$ cat src/rtl/execute_stage.sv
// Execute stage of the Thumb-subset pipeline: operand mux, ALU, NZCV flag register and multiplier.
// Define ITERATIVE_MUL_EN for the stalling shift-add multiplier; otherwise MUL completes in one cycle.

package execute_pkg;
  localparam int WORD = 32;

  typedef enum logic [3:0] {
    ALU_ADD = 4'd0,
    ALU_SUB = 4'd1,
    ALU_AND = 4'd2,
    ALU_ORR = 4'd3,
    ALU_EOR = 4'd4,
    ALU_LSL = 4'd5,
    ALU_LSR = 4'd6,
    ALU_ASR = 4'd7,
    ALU_MOV = 4'd8,
    ALU_MUL = 4'd9
  } alu_op_t;

  typedef enum logic {FROM_REG = 1'b0, FROM_IMM = 1'b1} alu_input_source;
  typedef enum logic {NO_UPDATE_FLAG = 1'b0, UPDATE_FLAG = 1'b1} update_flag_sig;
  typedef enum logic {NO_REG_WRITE = 1'b0, REG_WRITE = 1'b1} reg_file_write_sig;
  typedef enum logic {IDLE = 1'b0, BUSY = 1'b1} mul_state_t;
endpackage

module execute_stage
  import execute_pkg::*;
#(
  parameter int DATA_WIDTH = WORD,
  parameter int ADDR_WIDTH = 4
) (
  input  logic                  clk_i,
  input  logic                  reset_i,
  input  logic                  valid_i,
  input  logic                  flush_i,
  input  logic [3:0]            alu_op_i,
  input  logic                  alu_input_1_select_i,
  input  logic                  alu_input_2_select_i,
  input  logic                  update_flag_i,
  input  logic [4:0]            accumulator_imm_i,
  input  logic [DATA_WIDTH-1:0] reg_1_data_i,
  input  logic [DATA_WIDTH-1:0] reg_2_data_i,
  input  logic [DATA_WIDTH-1:0] immediate_i,
  input  logic [ADDR_WIDTH-1:0] reg_dest_addr_i,
  input  logic                  reg_file_write_en_i,
  output logic                  stall_o,
  output logic                  result_valid_o,
  output logic [DATA_WIDTH-1:0] result_o,
  output logic [ADDR_WIDTH-1:0] reg_dest_addr_o,
  output logic                  reg_file_write_en_o,
  output logic [3:0]            flags_o
);

  localparam int MSB = DATA_WIDTH - 1;

  logic [DATA_WIDTH-1:0] op1, op2, alu_res;
  logic [DATA_WIDTH:0]   add_wide, sh_wide;
  logic                  c_new, v_new;
  logic [3:0]            nzcv_new;
  logic                  idle, accept, single_accept;

  logic [DATA_WIDTH-1:0] result_q, result_d;
  logic                  valid_q, valid_d;
  logic [ADDR_WIDTH-1:0] dest_q, dest_d;
  logic                  we_q, we_d;
  logic [3:0]            flags_q, flags_d;

  assign op1    = (alu_input_1_select_i == FROM_REG) ? reg_1_data_i : immediate_i;
  assign op2    = (alu_input_2_select_i == FROM_REG) ? reg_2_data_i : immediate_i;
  assign accept = valid_i && !flush_i && idle;

  always_comb begin
    // NOTE: every signal written here gets a default first, so no path can infer a latch.
    add_wide = '0;
    sh_wide  = '0;
    alu_res  = '0;
    c_new    = flags_q[1];
    v_new    = flags_q[0];
    case (alu_op_i)
      ALU_ADD: begin
        add_wide = {1'b0, op1} + {1'b0, op2};
        alu_res  = add_wide[MSB:0];
        c_new    = add_wide[DATA_WIDTH];
        v_new    = (op1[MSB] == op2[MSB]) && (alu_res[MSB] != op1[MSB]);
      end
      ALU_SUB: begin
        // Two's-complement subtract: carry out of op1 + ~op2 + 1 is NOT borrow.
        add_wide = {1'b0, op1} + {1'b0, ~op2} + {{DATA_WIDTH{1'b0}}, 1'b1};
        alu_res  = add_wide[MSB:0];
        c_new    = add_wide[DATA_WIDTH];
        v_new    = (op1[MSB] != op2[MSB]) && (alu_res[MSB] != op1[MSB]);
      end
      ALU_AND: alu_res = op1 & op2;
      ALU_ORR: alu_res = op1 | op2;
      ALU_EOR: alu_res = op1 ^ op2;
      ALU_MOV: alu_res = op2;
      ALU_LSL: begin
        sh_wide = {1'b0, op1} << accumulator_imm_i;
        alu_res = sh_wide[MSB:0];
        if (accumulator_imm_i != '0) c_new = sh_wide[DATA_WIDTH];
      end
      ALU_LSR: begin
        sh_wide = {op1, 1'b0} >> accumulator_imm_i;
        alu_res = sh_wide[DATA_WIDTH:1];
        if (accumulator_imm_i != '0) c_new = sh_wide[0];
      end
      ALU_ASR: begin
        sh_wide = $unsigned($signed({op1, 1'b0}) >>> accumulator_imm_i);
        alu_res = sh_wide[DATA_WIDTH:1];
        if (accumulator_imm_i != '0) c_new = sh_wide[0];
      end
`ifndef ITERATIVE_MUL_EN
      ALU_MUL: alu_res = op1 * op2;
`endif
      default: alu_res = '0;
    endcase
    nzcv_new = {alu_res[MSB], alu_res == '0, c_new, v_new};
  end

  // NOTE: sequential state is assigned with <= so every flop samples pre-edge values.
  always_ff @(posedge clk_i or negedge reset_i) begin
    if (!reset_i) begin
      result_q <= '0;
      valid_q  <= 1'b0;
      dest_q   <= '0;
      we_q     <= NO_REG_WRITE;
      flags_q  <= 4'b0000;
    end else begin
      result_q <= result_d;
      valid_q  <= valid_d;
      dest_q   <= dest_d;
      we_q     <= we_d;
      flags_q  <= flags_d;
    end
  end

`ifdef ITERATIVE_MUL_EN
  localparam int CNT_W = $clog2(DATA_WIDTH);

  mul_state_t            state_q, state_d;
  logic [DATA_WIDTH-1:0] mcand_q, mcand_d, mplier_q, mplier_d, acc_q, acc_d, acc_sum;
  logic [CNT_W-1:0]      count_q, count_d;
  logic [ADDR_WIDTH-1:0] pend_dest_q, pend_dest_d;
  logic                  pend_upd_q, pend_upd_d, pend_we_q, pend_we_d;
  logic                  is_mul, mul_start, mul_last;

  assign idle          = (state_q == IDLE);
  assign is_mul        = (alu_op_i == ALU_MUL);
  assign mul_start     = accept && is_mul;
  assign single_accept = accept && !is_mul;
  assign acc_sum       = acc_q + (mplier_q[0] ? mcand_q : '0);
  assign mul_last      = (state_q == BUSY) && !flush_i && (count_q == CNT_W'(DATA_WIDTH - 1));

  always_ff @(posedge clk_i or negedge reset_i) begin
    if (!reset_i) state_q <= IDLE;
    else          state_q <= state_d;
  end

  always_comb begin
    state_d = state_q;
    case (state_q)
      IDLE:    if (mul_start) state_d = BUSY;
      BUSY:    if (flush_i || mul_last) state_d = IDLE;
      default: state_d = IDLE;
    endcase
  end

  always_comb begin
    stall_o = (state_q == BUSY);
  end

  always_comb begin
    mcand_d     = mcand_q;
    mplier_d    = mplier_q;
    acc_d       = acc_q;
    count_d     = count_q;
    pend_dest_d = pend_dest_q;
    pend_upd_d  = pend_upd_q;
    pend_we_d   = pend_we_q;
    if (mul_start) begin
      mcand_d     = op1;
      mplier_d    = op2;
      acc_d       = '0;
      count_d     = '0;
      pend_dest_d = reg_dest_addr_i;
      pend_upd_d  = (update_flag_i == UPDATE_FLAG);
      pend_we_d   = reg_file_write_en_i;
    end else if ((state_q == BUSY) && !flush_i) begin
      acc_d    = acc_sum;
      mcand_d  = mcand_q << 1;
      mplier_d = mplier_q >> 1;
      count_d  = count_q + CNT_W'(1);
    end
  end

  // NOTE: the multiplier working registers are reset as well, so no X survives an aborted multiply.
  always_ff @(posedge clk_i or negedge reset_i) begin
    if (!reset_i) begin
      mcand_q     <= '0;
      mplier_q    <= '0;
      acc_q       <= '0;
      count_q     <= '0;
      pend_dest_q <= '0;
      pend_upd_q  <= 1'b0;
      pend_we_q   <= NO_REG_WRITE;
    end else begin
      mcand_q     <= mcand_d;
      mplier_q    <= mplier_d;
      acc_q       <= acc_d;
      count_q     <= count_d;
      pend_dest_q <= pend_dest_d;
      pend_upd_q  <= pend_upd_d;
      pend_we_q   <= pend_we_d;
    end
  end
`else
  assign idle          = 1'b1;
  assign single_accept = accept;
  assign stall_o       = 1'b0;
`endif

  always_comb begin
    result_d = result_q;
    valid_d  = 1'b0;
    dest_d   = dest_q;
    we_d     = we_q;
    flags_d  = flags_q;
    if (single_accept) begin
      result_d = alu_res;
      valid_d  = 1'b1;
      dest_d   = reg_dest_addr_i;
      we_d     = reg_file_write_en_i;
      if (update_flag_i == UPDATE_FLAG) flags_d = nzcv_new;
    end
`ifdef ITERATIVE_MUL_EN
    if (mul_last) begin
      result_d = acc_sum;
      valid_d  = 1'b1;
      dest_d   = pend_dest_q;
      we_d     = pend_we_q;
      if (pend_upd_q) flags_d = {acc_sum[MSB], acc_sum == '0, flags_q[1:0]};
    end
`endif
  end

  assign result_o            = result_q;
  assign result_valid_o      = valid_q;
  assign reg_dest_addr_o     = dest_q;
  assign reg_file_write_en_o = we_q;
  assign flags_o             = flags_q;

endmodule
$ cat config.mk
export PLATFORM = sky130hd
export DESIGN_NAME = execute_stage
export DESIGN_NICKNAME = d
export VERILOG_FILES = /design/src/rtl/execute_stage.sv
export SDC_FILE = /design/constraint.sdc
export NUM_CORES = 2
export LEC_CHECK = 0
export ABC_AREA = 1
export BUFFER_PORTS_ARGS = -buffer_cell sky130_fd_sc_hd__buf_2
export CAP_MARGIN = 20
export CORE_UTILIZATION = 50
export CTS_BUF_LIST = sky130_fd_sc_hd__clkbuf_4 sky130_fd_sc_hd__clkbuf_8 sky130_fd_sc_hd__clkbuf_16
export CTS_CLUSTER_SIZE = 14
export DETAILED_ROUTE_END_ITERATION = 6
export PLACE_DENSITY = 0.7
export SYNTH_ARGS = -nofsm -noshare
export SYNTH_HDL_FRONTEND = slang
export SYNTH_SLANG_ARGS = --single-unit
$ cat constraint.sdc
create_clock -name clk_i -period 0.8 [get_ports clk_i]
set_input_delay 0 -clock clk_i [delete_from_list [all_inputs] [get_ports clk_i]]
set_output_delay 0 -clock clk_i [all_outputs]
set_load 0.05 [all_outputs]
==> flow_metrics.py <==
metrics = {
    "outcome": {
        "outcome": "finished with violations",
        "violations": "DRC, setup timing",
    },
    "final_layout": {
        "fill_cells": 4114,
        "areaGrowthSynthToFinish_pct": 49.35,
        "final_util": 0.7558,
        "fin_area_um2": 40670,
        "layout_commonest_cell": "buf_4",
        "fin_nets": 5959,
        "drive_gt1_frac": 0.3510,
        "layout_common_cells": "buf_4, nand2_1, inv_1",
    },
    "sta": {
        "period_minus_slack_ns": 6.938,
        "hold_viol_final": 0,
        "slew_headroom": 0.5117,
        "rsz0062_at_grt": "true",
        "worst_slack_ns": -6.138,
        "slew_viol_final": 0,
        "worst_pin_slew_ns": 0.7324,
        "hold_slack_ns": 0.1239,
        "skew_ns": 0,
        "finalCritPeriodShare": 8.673,
        "clock.fmax_ghz": 0.1441,
        "final-setup-viol-count": 79,
    },
    "placed_design": {
        "hpwlAfterDp_um": 118100,
        "place_area_um2": 37070,
        "port_buffers": 158,
        "gp_congestion": 1.106,
    },
    "detailed_routing": {
        "drt_wl_total_um": 147900,
        "drc": 11,
        "first_iter_violations": 4110,
        "avgViaCountPerCell": 5.951,
        "postRouteAntennaNets": 0,
        "first_pass_iters": 7,
        "num_vias": 35210,
        "routedWlPerCell_um": 25.01,
    },
    "yosys": {
        "synth-simple-area-share": 0.2979,
        "synth_seq_cells": 42,
        "ys_async_sr_fraction": 1.000,
        "synthMuxAreaShare": 0.0007811,
        "synth-edff-count": 0,
        "syn_area_per_cell_um2": 6.609,
        "syn_nets": 4866,
        "yosysWarnings": 0,
        "yosysSeqAreaShare": 0.03860,
        "synth_cells": 4120,
        "synth_area_um2": 27230,
        "synth_compound_area_frac": 0.1167,
        "synth_ff_type": "dfrtp_1",
        "yosys.area_share.adder": 0.4020,
        "synthDistinctLibCells": 63,
        "synth_xor_xnor_area_share": 0.01480,
        "synth_top_family_by_area": "adder cells",
    },
    "min_path": {
        "hold_depth": 3,
        "hold_path_class": "in -> reg",
    },
    "global_routing": {
        "grt.total_usage": 0.5015,
        "antenna_found_initial": 8,
        "grt_first_pass_wirelength_um": 206300,
        "grt_max_degree": 43,
        "grt_pass1_vias": 34640,
        "gr-total-overflow": 0,
    },
    "clock_network": {
        "clk_latency_ns": 0.30,
        "cts_num_sinks": 42,
        "cts_root_buf": "clkbuf_16",
        "tritoncts": "yes",
        "cts_max_level": 2,
        "clk_pin_slew_worst_paths_ns": 0.07,
        "cts_max_path_buffers": 2,
        "cts_buffers": 5,
    },
    "die": {
        "initial_core_util": 0.5060,
        "rows": 85,
        "fp.coreArea_um2": 53810,
        "ios": 160,
        "dieHeight_um": 235.4,
        "die_area_um2": 55400,
        "fp.dieW_um": 235.4,
    },
    "pwr": {
        "power.leakage_nw": 21.11,
        "pwr_density_cell_nw_per_um2": 5208,
        "fin_total_pwr_mw": 211.8,
        "ir_drop_mv": 9.359,
    },
    "worst_setup_path": {
        "startpoint_type": "primary input",
        "path_buf_inv": 10,
        "critPathCapture": "flags_o[2]$_DFFE_PN0P_",
        "r2r_cells": 3,
        "arrival_ns": 7.18,
        "required_ns": 1.04,
        "ff2ff_setup_slack_ns": -0.05,
        "crit_slowest_cell": "fa_1",
        "r2r_start": "result_o[11]$_DFFE_PN0P_",
        "max_stage_delay_ns": 0.53,
        "path_max_fanout": 7,
        "endpoint_kind": "flip-flop",
        "crit_cells": 34,
        "cp_common_cell": "fa_1",
        "r2r_end": "result_o[11]$_DFFE_PN0P_",
        "critPathKind": "in -> reg",
        "critPathTopFamily": "adder cells",
        "startpoint": "alu_input_2_select_i",
    },
    "job": {
        "maxCapViolCount": 0,
    },
}
-- per-stage QoR --
| stage | setup slack (ns) | TNS [ns] | instances |
|---|---|---|---|
| finish | -6.138 | -178.91 | 5916 |
| global route | -6.312 | -183.46 | 5912 |
| CTS | -5.936 | -174.52 | 5868 |
| detailed placement | -6.907 | -196.97 | 5818 |
| global placement | -6.870 | -194.21 | 5818 |
| floorplan | -5.796 | -157.83 | 4120 |
-- layer usage --
metal / part of all wire / wire length, um / vias to the layer above / GRT usage
met1: 0.34 / 50690 / 16430 / 0.5962
met3: 0.14 / 20660 / 991 / 0.1575
li1: - / - / 15030 / -
met2: 0.41 / 61020 / 2748 / 0.7626
met5: 0.00029 / 43 / - / 0
met4: 0.10 / 15530 / 4 / 0.3720
-- final cells by class --
type	count	area [um2]	share of cell area
tap	696	870.8	0.02141
multi-input combinational	3194	25220	0.6200
clock buffer	5	125.1	0.003076
timing repair buffer	1271	10620	0.2611
inverter	699	2743	0.06744
antenna	6	15.01	0.0003692
clock inverter	3	23.77	0.0005845
sequential	42	1059	0.02603
-- cells in the mapped netlist, types with 4 or more instances --
cell / n / area share
nand2_2: 10 / 0.0023
nor3_1: 25 / 0.0046
dfrtp_1: 42 / 0.039
xnor2_1: 13 / 0.0042
o211ai_1: 20 / 0.0055
or2_2: 12 / 0.0028
o21ai_2: 21 / 0.0068
buf_4: 6 / 0.0017
inv_1: 670 / 0.092
o21a_1: 10 / 0.0028
nand3_1: 318 / 0.058
o2111ai_1: 7 / 0.0023
a31oi_1: 16 / 0.0037
buf_2: 35 / 0.0064
a211oi_1: 4 / 0.0011
clkinv_1: 17 / 0.0023
o21ai_0: 181 / 0.033
nor2_1: 535 / 0.074
inv_2: 11 / 0.0015
a221oi_1: 14 / 0.0045
xor2_1: 33 / 0.011
buf_6: 12 / 0.0050
nand2_1: 1023 / 0.14
fa_1: 410 / 0.30
clkbuf_1: 94 / 0.013
o21ai_1: 15 / 0.0028
nor4_1: 8 / 0.0018
a21o_1: 11 / 0.0030
o21ai_4: 6 / 0.0036
a21oi_1: 162 / 0.030
nand3b_1: 9 / 0.0025
ha_1: 219 / 0.10
nand4_1: 33 / 0.0076
o221ai_1: 7 / 0.0023
o22ai_1: 35 / 0.0080
buf_1: 32 / 0.0044
-- state kept, by name (all words and copies together) (netlist names) --
name	flops
flags_o	4
reg_dest_addr_o	4
result_o	32
reg_file_write_en_o	1
result_valid_o	1
-- power by group --
| part | total, mW | internal (mW) | switching (mW) |
|---|---|---|---|
| combinational | 206 | 93.9 | 112 |
| sequential | 3.37 | 2.76 | 0.606 |
| clock | 2.14 | 1.17 | 0.975 |
-- tightest hold or removal path: stages --
cell and delay, ns:
buf_2 0.10, nor2_4 0.07, clkbuf_16 0.19
-- worst min-delay path by stage --
stage	from	endpoint	slack, ns
final	flush_i	result_valid_o$_DFF_PN0_	0.12
after CTS	flush_i	result_valid_o$_DFF_PN0_	0.14
after detailed placement	reset_i	result_o[14]$_DFFE_PN0P_	-0.01
after global routing	flush_i	result_valid_o$_DFF_PN0_	0.12
after floorplan	reset_i	flags_o[0]$_DFFE_PN0P_	-0.30
after global placement	reset_i	result_o[14]$_DFFE_PN0P_	-0.01
-- cell families (layout without fill, tap and decap cells) --
kind of cell | Yosys count | in the layout
buffers and inverters | 884 | 1978
other | 1 | 7
muxes | 2 | 2
xor gates and xnor gates | 46 | 46
DFF | 42 | 42
and+or+nand+nor | 1985 | 1985
AOI/OAI and AO/OA | 531 | 531
adders and majority gates | 629 | 629
-- what timing repair did --
item,in CTS,in global routing
setup buffers,38,44
endpoints found under the setup margin,79,83
cloned,3,5
hold buffers,6,0
endpoints found under the hold margin,47,0
resized for setup,376,346
pin swaps,116,146
(Power assumes the default switching activity.)
